## src/rtl/pc_fetch_ctrl.sv

```systemverilog
// Fetch-stage PC sequencer: one I-cache request in flight, redirects drained as responses return.
// Latency: response edge -> decode registers on the same edge; StallF parks a returned word in a hold buffer.
module pc_fetch_ctrl #(
    parameter logic [31:0] RESET_PC = 32'h0000_0000
) (
    input  logic        clk,
    input  logic        rst_n,
    input  logic [31:0] PCTarget,
    input  logic        PCSrc,
    input  logic        StallF,
    input  logic        ICacheReady,
    input  logic        ICacheValid,
    input  logic [31:0] ICacheInstr,
    output logic        ICacheReq,
    output logic [31:0] ICacheAddr,
    output logic [31:0] PC,
    output logic [31:0] InstrF,
    output logic        InstrValidF,
    output logic [31:0] PCPlus4F
);

    localparam logic [31:0] RESET_PC_AL = {RESET_PC[31:2], 2'b00};
    localparam logic [31:0] NOP_INSTR   = 32'h0000_0013;

    typedef enum logic [1:0] {S_REQ, S_WAIT, S_HOLD} state_t;

    state_t      r_state, w_state_nxt;
    logic [31:0] r_fetch_pc, r_pend_addr, r_hold_instr, r_hold_pc;
    logic [31:0] r_pc, r_instr;
    logic        r_pend, r_instr_vld;

    logic [31:0] w_target;
    logic        w_rsp_wait, w_redir_wait, w_deliver_wait, w_capture, w_deliver_hold;
    logic        w_icache_req;

    assign w_target       = {PCTarget[31:2], 2'b00};
    assign w_rsp_wait     = (r_state == S_WAIT) && ICacheValid;
    assign w_redir_wait   = r_pend || PCSrc;
    assign w_deliver_wait = w_rsp_wait && !w_redir_wait && !StallF;
    assign w_capture      = w_rsp_wait && !w_redir_wait && StallF;
    assign w_deliver_hold = (r_state == S_HOLD) && !PCSrc && !StallF;

    always_ff @(posedge clk or negedge rst_n) begin
        if (!rst_n) r_state <= S_REQ;
        else        r_state <= w_state_nxt;
    end

    always_comb begin
        w_state_nxt = r_state;
        case (r_state)
            S_REQ:   if (!PCSrc && ICacheReady) w_state_nxt = S_WAIT;
            S_WAIT:  if (ICacheValid)           w_state_nxt = w_capture ? S_HOLD : S_REQ;
            S_HOLD:  if (PCSrc || !StallF)      w_state_nxt = S_REQ;
            default:                            w_state_nxt = S_REQ;
        endcase
    end

    always_comb begin
        w_icache_req = 1'b0;
        if (r_state == S_REQ) w_icache_req = !PCSrc;
    end

    always_ff @(posedge clk or negedge rst_n) begin
        if (!rst_n) begin
            r_fetch_pc <= RESET_PC_AL;
        end else begin
            case (r_state)
                S_REQ: if (PCSrc) r_fetch_pc <= w_target;
                S_WAIT: begin
                    if (ICacheValid) begin
                        if (PCSrc)        r_fetch_pc <= w_target;
                        else if (r_pend)  r_fetch_pc <= r_pend_addr;
                        else if (!StallF) r_fetch_pc <= r_fetch_pc + 32'd4;
                    end
                end
                S_HOLD: begin
                    if (PCSrc)        r_fetch_pc <= w_target;
                    else if (!StallF) r_fetch_pc <= r_hold_pc + 32'd4;
                end
                default: r_fetch_pc <= r_fetch_pc;
            endcase
        end
    end

    // Redirects seen while a response is outstanding are parked until that response is drained.
    always_ff @(posedge clk or negedge rst_n) begin
        if (!rst_n) begin
            r_pend      <= 1'b0;
            r_pend_addr <= 32'd0;
        end else if (r_state == S_WAIT) begin
            if (ICacheValid) begin
                r_pend <= 1'b0;
            end else if (PCSrc) begin
                r_pend      <= 1'b1;
                r_pend_addr <= w_target;
            end
        end
    end

    always_ff @(posedge clk or negedge rst_n) begin
        if (!rst_n) begin
            r_hold_instr <= 32'd0;
            r_hold_pc    <= 32'd0;
        end else if (w_capture) begin
            r_hold_instr <= ICacheInstr;
            r_hold_pc    <= r_fetch_pc;
        end
    end

    always_ff @(posedge clk or negedge rst_n) begin
        if (!rst_n) begin
            r_pc        <= RESET_PC_AL;
            r_instr     <= NOP_INSTR;
            r_instr_vld <= 1'b0;
        end else if (PCSrc) begin
            r_instr_vld <= 1'b0;
        end else if (w_deliver_wait) begin
            r_pc        <= r_fetch_pc;
            r_instr     <= ICacheInstr;
            r_instr_vld <= 1'b1;
        end else if (w_deliver_hold) begin
            r_pc        <= r_hold_pc;
            r_instr     <= r_hold_instr;
            r_instr_vld <= 1'b1;
        end else if (!StallF) begin
            r_instr_vld <= 1'b0;
        end
    end

    assign ICacheReq   = w_icache_req;
    assign ICacheAddr  = r_fetch_pc;
    assign PC          = r_pc;
    assign InstrF      = r_instr;
    assign InstrValidF = r_instr_vld;
    assign PCPlus4F    = r_pc + 32'd4;

endmodule
```

## config.mk

```make
export PLATFORM = sky130hd
export DESIGN_NAME = pc_fetch_ctrl
export DESIGN_NICKNAME = d
export VERILOG_FILES = /design/src/rtl/pc_fetch_ctrl.sv
export SDC_FILE = /design/constraint.sdc
export NUM_CORES = 1
export LEC_CHECK = 0
export BUFFER_PORTS_ARGS = -buffer_cell sky130_fd_sc_hd__buf_2
export CORE_AREA = 5 5 154 156
export DETAILED_ROUTE_END_ITERATION = 10
export DIE_AREA = 0 0 159 161
export GPL_TIMING_DRIVEN = 0
export HOLD_SLACK_MARGIN = 0.08
export PLACE_DENSITY = 0.83
export SLEW_MARGIN = 10
export SYNTH_ARGS = -nofsm -noshare
export SYNTH_HDL_FRONTEND = slang
export SYNTH_SLANG_ARGS = --single-unit
```

## constraint.sdc

```tcl
create_clock -name clk -period 4.3 [get_ports clk]
set_input_delay 0.43 -clock clk [delete_from_list [all_inputs] [get_ports clk]]
set_output_delay 0.43 -clock clk [all_outputs]
set_load 0.02 [all_outputs]
```

Yosys cells after proc, flatten, opt, wreduce, memory -nomap -nowiden
Index checks and enable logic that the tools add are counted.
Operators by class
  shift operators: 0
  equal/unequal tests: 9
  muxes and demuxes: 24
  bitwise operators: 2
  multiply operators: 0
  reductions and logical operators: 21
  add/subtract/negate cells: 3
  divide/modulo/power cells: 0
  $lt $le $gt $ge: 0
Operator list (count)
  $mux W32: 11
  $add A32 B3 Y32 const B: 3
  $pmux W32 S3: 1
  $mux W2: 4
  $logic_and A1 B1 Y1: 7
  $mux W1: 7
  $ne A2 B2 Y1 const B: 3
  $pmux W2 S3: 1
  $reduce_and A3 Y1: 2
  $reduce_and A5 Y1: 1
  $ne A4 B2 Y1 const B: 1
  $ne A4 B4 Y1 const B: 1
  $reduce_and A2 Y1: 2
  $reduce_bool A2 Y1: 2
  $logic_not A1 Y1: 3
  $ne A3 B3 Y1 const B: 1
  $reduce_bool A3 Y1: 1
  $eq A2 B1 Y1 const B: 1
  $eq A2 B2 Y1 const B: 1
  $logic_not A2 Y1: 1
  $logic_or A1 B1 Y1: 2
  $ne A2 B1 Y1 const B: 1
  $not A1 Y1: 2
Word-level totals
  memories kept: 0
  bits in registers: 194
  bits in latches: 0
  bits in writable memories: 0
  input port bits: 70
  word-level logic and storage cells: 68
  ROM bits: 0

Logic depth before layout (Yosys ltp)
  depth after elaboration: 7
  gate-level depth with buffers: 10

Worst setup path before layout
Ideal clock, no wire load.
  kind: register -> output
  start point: reg r_pc[4], in the netlist PC[4]
  end point: out PCPlus4F[25]
  cell stages (with the launch flop): 7
  required time: 3.870 ns
  setup slack: 1.865 ns
  data arrival time: 2.005 ns
  buffers on the path: 1
  cells stage by stage: dfrtp_1 -> nand3_1 -> nor4_1 -> and2_0 -> clkbuf_1 -> nand4_1 -> xnor2_1
On the way
  longest elaborated chain between the ends: 1
Ends and longest elaborated chain
  from (decl): line 29  | logic [31:0] r_pc, r_instr;
  from (signal assigned): line 118  | r_pc <= r_fetch_pc;
  from (signal assigned): line 122  | r_pc <= r_hold_pc;
  $add A32 B3 Y32: line 135  | assign PCPlus4F = r_pc + 32'd4;
  to (decl): line 19  | output logic [31:0] PCPlus4F
Every way passes these cells.

Worst setup path in the final report
  start point: reg r_pc[4], in the netlist PC[4]
  end point: out PCPlus4F[21]
Same word-level chain as after synthesis.

==> impl_metrics.yaml <==
synth:
  yosys.area.top_type_share_pct: 44.1
  syn_inst: 1131
  syn_area_per_cell_sq_um: 9.58
  ys_types: 68
  synth_area_sq_mm: 0.0108
  ys_top_cells_by_area: "dfrtp_1 (44%), mux2_2 (9.5%), o21ai_0 (4.5%)"
  async_flop_share_pct: 100
  yosys_warnings: 0
  synth-main-ff-cell: "dfrtp_1"
  synthesis.nets: 1208
  ys_ff_latch: 194
  synth_edf_count: 0
  synth_top_area_cell: "dfrtp_1"
  ys_seq_area_share_pct: 44.9
power:
  irDropWorstVdd_mv: 0.347
  cellPowerDensity_mw_per_mm2: 724
  leakagePower_nw: 5.67
placed_design:
  dp_hpwl_um: 25900
  gp_congestion: 0.972
  preCtsSetupSlack_ns: 1.26
  place_area_sq_mm: 0.0122
  io_buffers: 196
setup_path:
  cp_cell_sequence: "nand3_1, nor4_1, and2_0, clkbuf_1, nand3_1, xnor2_1, buf_2"
  arrival_ns: 3.19
  cp_slowest_cell: "nor4_1"
  startpoint: "PC[4]"
  path_common_cell: "nand3_1"
  cp.required_ns: 3.87
  critical_path.top_delay_family: "simple AND/OR/NAND/NOR gates"
  criticalPathCategory: "reg2out"
  cp-start-kind: "flop"
  timing.rr.start: "r_state[1]"
  path_max_fanout: 7
  cp_num_buf_inv: 2
  max_stage_delay_ns: 0.88
  crit_path_end_kind: "primary output"
cells_and_area:
  finalInstanceArea_sq_mm: 0.0128
  layout_common_cells: "buf_2 (203), dfrtp_1 (191), nand2_1 (126)"
  ff_latch_area_sq_mm: 0.00486
  final_common_cell: "buf_2"
  antenna_cells: 0
  syn_to_final_growth_pct: 18.4
  fillers: 1942
  nNetsFinal: 1425
  drive_gt1_share_pct: 26.4
  multiInputGateArea_sq_mm: 0.00547
clocking:
  clkTransAtPathRegs_ns: 0.08
  cts-htree-levels: 4
  clock-sinks: 194
  cts_tree: "done"
  cts_buffer_depth: 2
  post_cts_resized: 0
  root_buffer: "clkbuf_16"
  cts_buffers: 17
  cts_setup_buffers: 0
  cts_hold_buf: 1
  clk_latency_ns: 0.45
global_routing:
  grt_pass1_vias: 9796
  overflow: 0
  grt_pass1_wl_um: 54000
  grt_use_total_pct: 26.0
  grt_max_degree: 112
  antenna_found_initial: 0
floorplanning:
  dieArea_sq_mm: 0.0256
  core_area_sq_mm: 0.0222
  io_pins: 200
  initial_utilization_pct: 48.7
  std_cell_rows: 55
  die_w_um: 159
  die_y_um: 161
timing:
  max_slew.worst_pin.slew_ns: 0.982
  fin_crit_sh_pct: 84.1
  hold_violations: 0
  finalSetupViolations: 0
  rsz0062_at_grt: "no"
  post-route-min-period_ns: 3.62
  max_freq_mhz: 276
  setup_ws_ns: 0.682
  whs_ns: 0.224
  setup_tns_ns: 0
  drv_slew: 0
  clock_skew_ns: 0.0155
  max_slew_margin_pct: 33.9
drt:
  viasPerCell: 6.22
  wl_per_cell_um: 21.2
  detail-route-antenna-nets: 0
  first_iter_violations: 1080
  vias: 10230
  dr.pass1.iters: 6
  routed_wl_um: 35000
  drc_errors: 0
min_path:
  hold_path_class: "in2reg"
  min_from: "ICacheInstr[29]"
job:
  drv_cap: 0
outcome:
  status: "finished clean"
## per-stage QoR
| step | instances | power, mW | util [%] |
|---|---|---|---|
| final | 1646 | 9.29 | 57.7 |
| after global routing | 1646 | 9.74 | 57.7 |
| after CTS | 1646 | 9.22 | 57.7 |
| after detailed placement | 1613 | 7.55 | 54.9 |
| after global placement | 1612 | 7.39 | 54.7 |
| after floorplan | 1131 | 6.00 | - |
## logic make-up after synthesis
kind of cell / share of synthesized area (%)
muxes: 9.83
and+or+nand+nor: 19.8
adders and majority gates: 0.809
AOI/OAI and AO/OA: 15.5
buffers and inverters: 4.61
xor gates and xnor gates: 4.61
DFF: 44.9
## cell usage after synthesis (3+ instances only)
cell type and count:
or4_1 12, a221oi_1 7, clkbuf_8 3, o211ai_1 8, clkbuf_1 58, a22oi_1 5, o31a_2 3, mux2_2 91
nand4_1 24, o22ai_1 10, and3_1 24, o31ai_1 6, nor2b_1 4, o31a_1 3, and4_1 9, nor2_1 28
a31oi_1 4, buf_2 8, a21o_1 11, nand2_1 126, nor4b_1 4, o21ai_0 98, nor4_1 17, xor2_1 20
buf_6 5, mux2i_1 4, a211oi_1 3, o221ai_1 5, dfrtp_1 191, ha_1 7, dfstp_2 3, buf_4 4
nand3_1 34, nor3b_1 59, nand2b_1 8, buf_1 11, o2111ai_1 3, xnor2_1 37, inv_1 18, nor3_1 27
or3_1 4, a21oi_1 91
## report_power, final
| group | switching, mW | total (mW) | leakage [nW] | internal (mW) |
|---|---|---|---|---|
| sequential | 0.925 | 3.55 | 2.46 | 2.62 |
| combinational | 2.46 | 4.07 | 2.91 | 1.61 |
| clock | 0.810 | 1.67 | 0.303 | 0.858 |
## registers in the layout (all words and copies together) (netlist names)
name          count
ICacheAddr       32
r_pend            1
PC               32
InstrValidF       1
r_pend_addr      30
r_state           2
r_hold_instr     32
r_hold_pc        32
InstrF           32
## final timing paths
check,end,slack (ns),cells after the start
setup / recovery,PCPlus4F[21],0.68,7
hold / removal,r_hold_instr[29],0.22,2
setup reg to reg,ICacheAddr[5],1.34,7
hold reg to reg,InstrF[0],0.48,2
max in group asynchronous,PC[2],2.72,3
min in group asynchronous,r_pend_addr[11],0.57,2
## final cells by class
cell class	instances	area share [%]
Buffer	90	3.36
Tap cell	285	2.78
Clock buffer	18	3.42
Timing Repair Buffer	198	8.02
Clock inverter	14	1.36
Sequential cell	194	37.9
Inverter	18	0.527
Multi-Input combinational cell	829	42.7
## layer usage
metal  vias up  track usage, %  wire [um]
li1       4564               -          -
met1      4948            34.4      13700
met2       575            41.5      16500
met3       143            4.59       2840
met4         0            13.0       1970
met5         -               0          0
Note: power is estimated with default switching activity, not from simulation.
